<file path="config.mk">
export PLATFORM = sky130hd
export DESIGN_NAME = id_ex_skid
export DESIGN_NICKNAME = d
export VERILOG_FILES = /design/src/rtl/id_ex_skid_pkg.sv /design/src/rtl/id_ex_skid_payload_reg.sv /design/src/rtl/id_ex_skid.sv
export SDC_FILE = /design/constraint.sdc
export NUM_CORES = 1
export LEC_CHECK = 0
export CAP_MARGIN = 5
export CORE_AREA = 2 2 185 187
export DETAILED_ROUTE_END_ITERATION = 7
export DIE_AREA = 0 0 187 189
export RECOVER_POWER = 100
export SYNTH_ARGS = -nofsm -noshare
export SYNTH_HDL_FRONTEND = slang
export SYNTH_SLANG_ARGS = --single-unit
</file>
<file path="constraint.sdc">
create_clock -name clk -period 22.6 [get_ports clk]
set_clock_uncertainty 0.1 [all_clocks]
set_input_delay 6.78 -clock clk [delete_from_list [all_inputs] [get_ports clk]]
set_output_delay 6.78 -clock clk [all_outputs]
set_load 0.1 [all_outputs]
</file>
<file path="src/rtl/id_ex_skid_pkg.sv">
// Shared decode/execute definitions: ALU opcode encodings, datapath widths
// and the payload carried from decode into the execute-stage ALU.
package id_ex_skid_pkg;

    localparam int XLEN = 64;
    localparam int REGW = 5;

    typedef enum logic [3:0] {
        ALU_ADD    = 4'b0000,
        ALU_SUB    = 4'b0001,
        ALU_AND    = 4'b0010,
        ALU_OR     = 4'b0011,
        ALU_XOR    = 4'b0100,
        ALU_SLL    = 4'b0101,
        ALU_SRL    = 4'b0110,
        ALU_SRA    = 4'b0111,
        ALU_MUL    = 4'b1010,
        ALU_MULH   = 4'b1011,
        ALU_DIV    = 4'b1100,
        ALU_REM    = 4'b1101,
        ALU_ADDW   = 4'b1110,
        ALU_PASS_B = 4'b1111
    } alu_op_t;

    typedef struct packed {
        logic [XLEN-1:0] operand1;
        logic [XLEN-1:0] operand2;
        alu_op_t         alu_op;
        logic [REGW-1:0] rd;
        logic            wb_en;
    } ex_payload_t;

    localparam int PAYLOAD_W = $bits(ex_payload_t);

endpackage

</file>
<file path="src/rtl/id_ex_skid_payload_reg.sv">
// Load-enabled payload register with asynchronous clear; contents are held
// whenever load_i is low, valid or not.
module payload_reg #(
    parameter int W = 8
) (
    input  logic         clk,
    input  logic         reset,
    input  logic         load_i,
    input  logic [W-1:0] d_i,
    output logic [W-1:0] q_o
);

    logic [W-1:0] data_q;

    always_ff @(posedge clk or posedge reset) begin
        if (reset) begin
            data_q <= '0;
        end else if (load_i) begin
            data_q <= d_i;
        end
    end

    assign q_o = data_q;

endmodule

</file>
<file path="src/rtl/id_ex_skid.sv">
// Decode-to-execute stage: a two-entry skid buffer (main + skid) that keeps
// one op per cycle flowing while execute stalls, with flush on redirect.
module id_ex_skid
    import id_ex_skid_pkg::*;
(
    input  logic            clk,
    input  logic            reset,
    input  logic            id_valid_in,
    output logic            id_ready_out,
    input  logic [XLEN-1:0] id_operand1_in,
    input  logic [XLEN-1:0] id_operand2_in,
    input  logic [3:0]      id_alu_op_in,
    input  logic [REGW-1:0] id_rd_in,
    input  logic            id_wb_en_in,
    input  logic            flush_in,
    output logic            ex_valid_out,
    input  logic            ex_ready_in,
    output logic [XLEN-1:0] ex_operand1_out,
    output logic [XLEN-1:0] ex_operand2_out,
    output logic [3:0]      ex_alu_op_out,
    output logic [REGW-1:0] ex_rd_out,
    output logic            ex_wb_en_out,
    output logic [1:0]      occupancy_out
);

    // The state encoding equals the entry count, so occupancy_out doubles
    // as the observable FSM state.
    typedef enum logic [1:0] {
        ST_EMPTY = 2'd0,
        ST_ONE   = 2'd1,
        ST_TWO   = 2'd2
    } state_t;

    state_t      state_q, state_d;
    logic        accept, consume;
    logic        main_load, skid_load, main_from_skid;
    ex_payload_t in_pl, main_d, main_q, skid_q;

    // Handshakes: a transfer happens on a cycle where valid && ready; valid
    // never waits on ready, and id_ready_out depends on state only.
    assign accept  = id_valid_in && id_ready_out;
    assign consume = ex_valid_out && ex_ready_in;

    always_ff @(posedge clk or posedge reset) begin
        if (reset) begin
            state_q <= ST_EMPTY;
        end else begin
            state_q <= state_d;
        end
    end

    always_comb begin
        state_d        = state_q;
        main_load      = 1'b0;
        skid_load      = 1'b0;
        main_from_skid = 1'b0;
        case (state_q)
            ST_EMPTY: begin
                if (accept) begin
                    state_d   = ST_ONE;
                    main_load = 1'b1;
                end
            end
            ST_ONE: begin
                if (accept && consume) begin
                    main_load = 1'b1;
                end else if (consume) begin
                    state_d = ST_EMPTY;
                end else if (accept) begin
                    state_d   = ST_TWO;
                    skid_load = 1'b1;
                end
            end
            ST_TWO: begin
                if (consume) begin
                    state_d        = ST_ONE;
                    main_load      = 1'b1;
                    main_from_skid = 1'b1;
                end
            end
            default: state_d = ST_EMPTY;
        endcase
        // Redirect wins over everything; an op accepted this cycle is dropped.
        if (flush_in) begin
            state_d   = ST_EMPTY;
            main_load = 1'b0;
            skid_load = 1'b0;
        end
    end

    always_comb begin
        id_ready_out  = 1'b0;
        ex_valid_out  = 1'b0;
        occupancy_out = 2'd0;
        case (state_q)
            ST_EMPTY: begin
                id_ready_out  = 1'b1;
                occupancy_out = 2'd0;
            end
            ST_ONE: begin
                id_ready_out  = 1'b1;
                ex_valid_out  = 1'b1;
                occupancy_out = 2'd1;
            end
            ST_TWO: begin
                ex_valid_out  = 1'b1;
                occupancy_out = 2'd2;
            end
            default: begin
                id_ready_out  = 1'b0;
                ex_valid_out  = 1'b0;
                occupancy_out = 2'd0;
            end
        endcase
    end

    always_comb begin
        in_pl.operand1 = id_operand1_in;
        in_pl.operand2 = id_operand2_in;
        in_pl.alu_op   = alu_op_t'(id_alu_op_in);
        in_pl.rd       = id_rd_in;
        in_pl.wb_en    = id_wb_en_in;
    end

    assign main_d = main_from_skid ? skid_q : in_pl;

    payload_reg #(.W(PAYLOAD_W)) u_main (
        .clk    (clk),
        .reset  (reset),
        .load_i (main_load),
        .d_i    (main_d),
        .q_o    (main_q)
    );

    payload_reg #(.W(PAYLOAD_W)) u_skid (
        .clk    (clk),
        .reset  (reset),
        .load_i (skid_load),
        .d_i    (in_pl),
        .q_o    (skid_q)
    );

    assign ex_operand1_out = main_q.operand1;
    assign ex_operand2_out = main_q.operand2;
    assign ex_alu_op_out   = main_q.alu_op;
    assign ex_rd_out       = main_q.rd;
    assign ex_wb_en_out    = main_q.wb_en;

endmodule

</file>
==> results by stage <==
Status:
- The run finished, with violations left.
- The final reports fail on capacitance limit, slew limit.

STA:
- Dividing the final minimum period by the clock period gives 64.41%.
- At the pin with the least slew margin, the transition time is 5.896 ns.
- The total count of hold-check failures in the final report is 0.
- The time the final worst path needs with I/O delays and setup is 14.56 ns.
- In this run the tightest slew margin relative to its limit is -293.0%.
- The final number of setup-violating endpoints is 0.
- The top achievable clock speed is 0.06870 GHz.
- The final setup TNS is 0 ns.
- The final number of max-transition violations is 631.
- Setup repair after global routing left no endpoint under its margin.

Critical path:
- The type of element capturing the critical path is a flip-flop.
- The worst setup path is launched from an input port.
- STA puts the critical path data required time at 22.67 ns.
- Traced cell by cell, the critical path runs through dlygate4sd3_1 > nand2_1 > a311oi_4 > clkbuf_1 > clkbuf_1 > a21oi_1.
- The cell family contributing the most delay on the critical path is buffers and inverters.
- The path type of the worst setup path is input port to flip-flop.
- For the worst setup path, the data arrival time is 14.63 ns.
- The library cell appearing most often on the critical path is sky130_fd_sc_hd__clkbuf_1.
- For this run, the slowest stage of the critical path takes 3.04 ns.
- The sum of buffers and inverters on the critical path is 3.
- Of all nets on the critical path, the largest fanout is 100.
- The slowest cell on the critical path is sky130_fd_sc_hd__clkbuf_1.

Yosys:
- Yosys mapped the design onto 21 distinct sky130hd cell types.
- The combined area of all synthesized cells is 11580 sq um.
- The Yosys warning count is 0.
- Each instance of the synthesized netlist takes up on average 12.65 sq um.
- In this run, synthesis inferred 0 flip-flops with an integrated enable.
- Of the post-synthesis cell area, the dominant cell type holds 60.05%.
- The commonest cells after synthesis are sky130_fd_sc_hd__dfrtp_1, sky130_fd_sc_hd__nor2_1, sky130_fd_sc_hd__mux2_2, sky130_fd_sc_hd__mux2i_1, sky130_fd_sc_hd__a21oi_1.
- The share of the Yosys chip area taken by registers is 60.05%.
- Sorting the synthesized cells by area gives the leading types as sky130_fd_sc_hd__dfrtp_1, sky130_fd_sc_hd__mux2_2, sky130_fd_sc_hd__mux2i_1, sky130_fd_sc_hd__a21oi_1, sky130_fd_sc_hd__nor2_1.
- The proportion of register bits with asynchronous set or reset after synthesis is 100.0%.
- The largest area contributor in the synthesized netlist is sky130_fd_sc_hd__dfrtp_1.
- The most common cell in the synthesized netlist is sky130_fd_sc_hd__dfrtp_1.
- Synthesis handed over a netlist of 916 instances.
- The number of synthesized register bits is 278.
- Among all flip-flop cells after synthesis, the most frequent one is sky130_fd_sc_hd__dfrtp_1.
- The number of nets handed over by synthesis was 1064.

Clocking:
- After clock tree synthesis, the flow added hold-fix buffers numbering 0.
- After clock tree synthesis, the repair step resized 0 gates.
- Buffers inserted during clock tree synthesis total 34.
- The clock net sink count is 278.
- After clock tree synthesis, the clock-pin slew on the worst setup and hold paths is 0.06 ns.
- The post-CTS setup repair buffer count is 0.
- CTS placed an instance of sky130_fd_sc_hd__clkbuf_16 at the clock tree root.
- The latest clock arrival within the worst-skew pair is 0.50 ns.
- The H-tree generated during clock tree synthesis spans 2 levels.
- TritonCTS built the clock tree.
- The clock passes through at most 3 buffers.

Global route:
- The first global-routing pass estimated 44360 microns of wire.
- After global routing the overflow that remains totals 0.
- Entering global routing, the biggest net connects 135 pins.
- Global routing used 15.59% of the available tracks across all layers.
- The initial antenna violation count is 1.
- The via count of the first global-routing pass is 8019.

Route:
- Summed over all layers, the routed wires come to 27880 microns.
- The post-detailed-route wirelength per cell is 16.79 microns.
- The initial detailed-routing violation count is 312.
- In the routed layout, each cell is associated on average with a via count of 4.741.
- The via count is 7875.
- In this run the remaining antenna-violating nets after routing total 0.
- For this run, design rule violations remaining after detail routing come to 0.
- The total iterations of the first detailed-routing run is 4.

Floorplan:
- Pin placement for this block handled 285 I/O pins.
- The standard cell core area is 33280 sq um.
- From bottom edge to top edge, the die measures 189 microns.
- Row generation in the floorplan step produced 67 rows.
- The die covers 35340 sq um.
- The starting density of the core is 34.81%.
- From left edge to right edge, the die measures 187 microns.

Cells and area:
- The fraction of final layout cells with drive strength greater than 1 is 16.58%.
- After filler insertion, the fill cell instance count of the layout stands at 3024.
- For this run, the post-layout net count is 1335.
- The area added between synthesis and finish is 37.49%.

Placement:
- The weighted congestion at the end of routability-driven global placement is 0.7426.
- Detailed placement ended at an HPWL of 18240 microns.
- The count of port buffers added during placement is 284.

Flow run:
- The tool flagged a number of max-cap violations equal to 8.

Worst hold path:
- The worst min-delay path class is flip-flop to flip-flop.
cell families (layout without fill, tap and decap cells):
group / after synthesis / after routing / synth area share [%]
AO/OA/AOI/OAI: 140 / 140 / 6.134
adder cells (fa/ha/maj): 5 / 5 / 0.5400
buffers and inverters: 63 / 359 / 2.646
flip-flops: 278 / 278 / 60.05
multiplexers: 278 / 278 / 25.52
other: 0 / 1 / 0
AND/OR/NAND/NOR: 152 / 152 / 5.109
flip-flops by register name, summed over array words and instances (netlist names):
signal      cells
u_skid.q_o    138
u_main.q_o    138
state_q         2
cell type report:
class,instances,area (sq um),area share (%)
timing repair buffer,295,2899,18.20
clock buffer,54,1100,6.905
antenna,1,2.502,0.01571
multi-input combinational,575,4333,27.20
clock inverter,7,63.81,0.4006
tap,448,560.5,3.519
inverter,3,12.51,0.07855
sequential,278,6957,43.68
placed cells by master (no fill, tap or decap), drive strengths merged:
master,instances
dfrtp,278
dlygate4sd3,146
nor2,141
mux2i,139
mux2,139
a21oi,138
clkdlybuf4s50,138
clkbuf,61
ha,5
clkinv,5
buf,4
nand2,3
inv,3
nand2b,2
diode,1
nand4,1
a311oi,1
nand4b,1
or2,1
clkinvlp,1
nand3,1
nor2b,1
o21ai,1
and3,1
bufinv,1
per-stage QoR:
stage               area, sq um  setup WS [ns]  hold slack (ns)  instances  utilization (%)
floorplan                 11580          8.055           0.3787        916                -
global placement          14800          12.48           0.3854       1599            44.48
detailed placement        14800          12.49           0.3917       1599            44.48
CTS                       15970          13.02           0.4039       1660            47.97
global route              15930          6.681           0.4093       1660            47.85
finish                    15930          8.043           0.4012       1661            47.86
metal layers:
metal	GRT usage, %	wire length [microns]	share of wire [%]	up-vias
li1	-	-	-	3755
met2	25.94	13490	48	193
met1	19.67	11920	43	3876
met3	4.263	1741	6.2	51
met5	0	0	0	-
met4	5.220	732	2.6	0
worst paths after layout:
| path | from | to | slack, ns | cells after the start |
|---|---|---|---|---|
| worst max-delay path | ex_ready_in | u_main.q_o[134] | 8.04 | 6 |
| worst min-delay path | u_skid.q_o[62] | u_skid.q_o[62] | 0.40 | 1 |
| worst max register to register | state_q[0] | u_main.q_o[134] | 14.17 | 7 |
| worst min register to register | u_skid.q_o[62] | u_skid.q_o[62] | 0.40 | 1 |
| max in group asynchronous | reset | u_main.q_o[89] | 8.45 | 4 |
| min in group asynchronous | reset | u_main.q_o[44] | 8.40 | 2 |
worst register-to-register path, stage by stage (launching register included):
cell	delay, ns
sky130_fd_sc_hd__dfrtp_1	0.41
sky130_fd_sc_hd__inv_1	0.14
sky130_fd_sc_hd__ha_1	0.19
sky130_fd_sc_hd__nand2_1	0.71
sky130_fd_sc_hd__a311oi_4	0.52
sky130_fd_sc_hd__clkbuf_1	2.67
sky130_fd_sc_hd__clkbuf_1	3.08
sky130_fd_sc_hd__a21oi_1	0.29
Power is left out: the tool's default activity adds up to more than one toggle a clock period on the data nets, which glitch-free logic cannot reach.
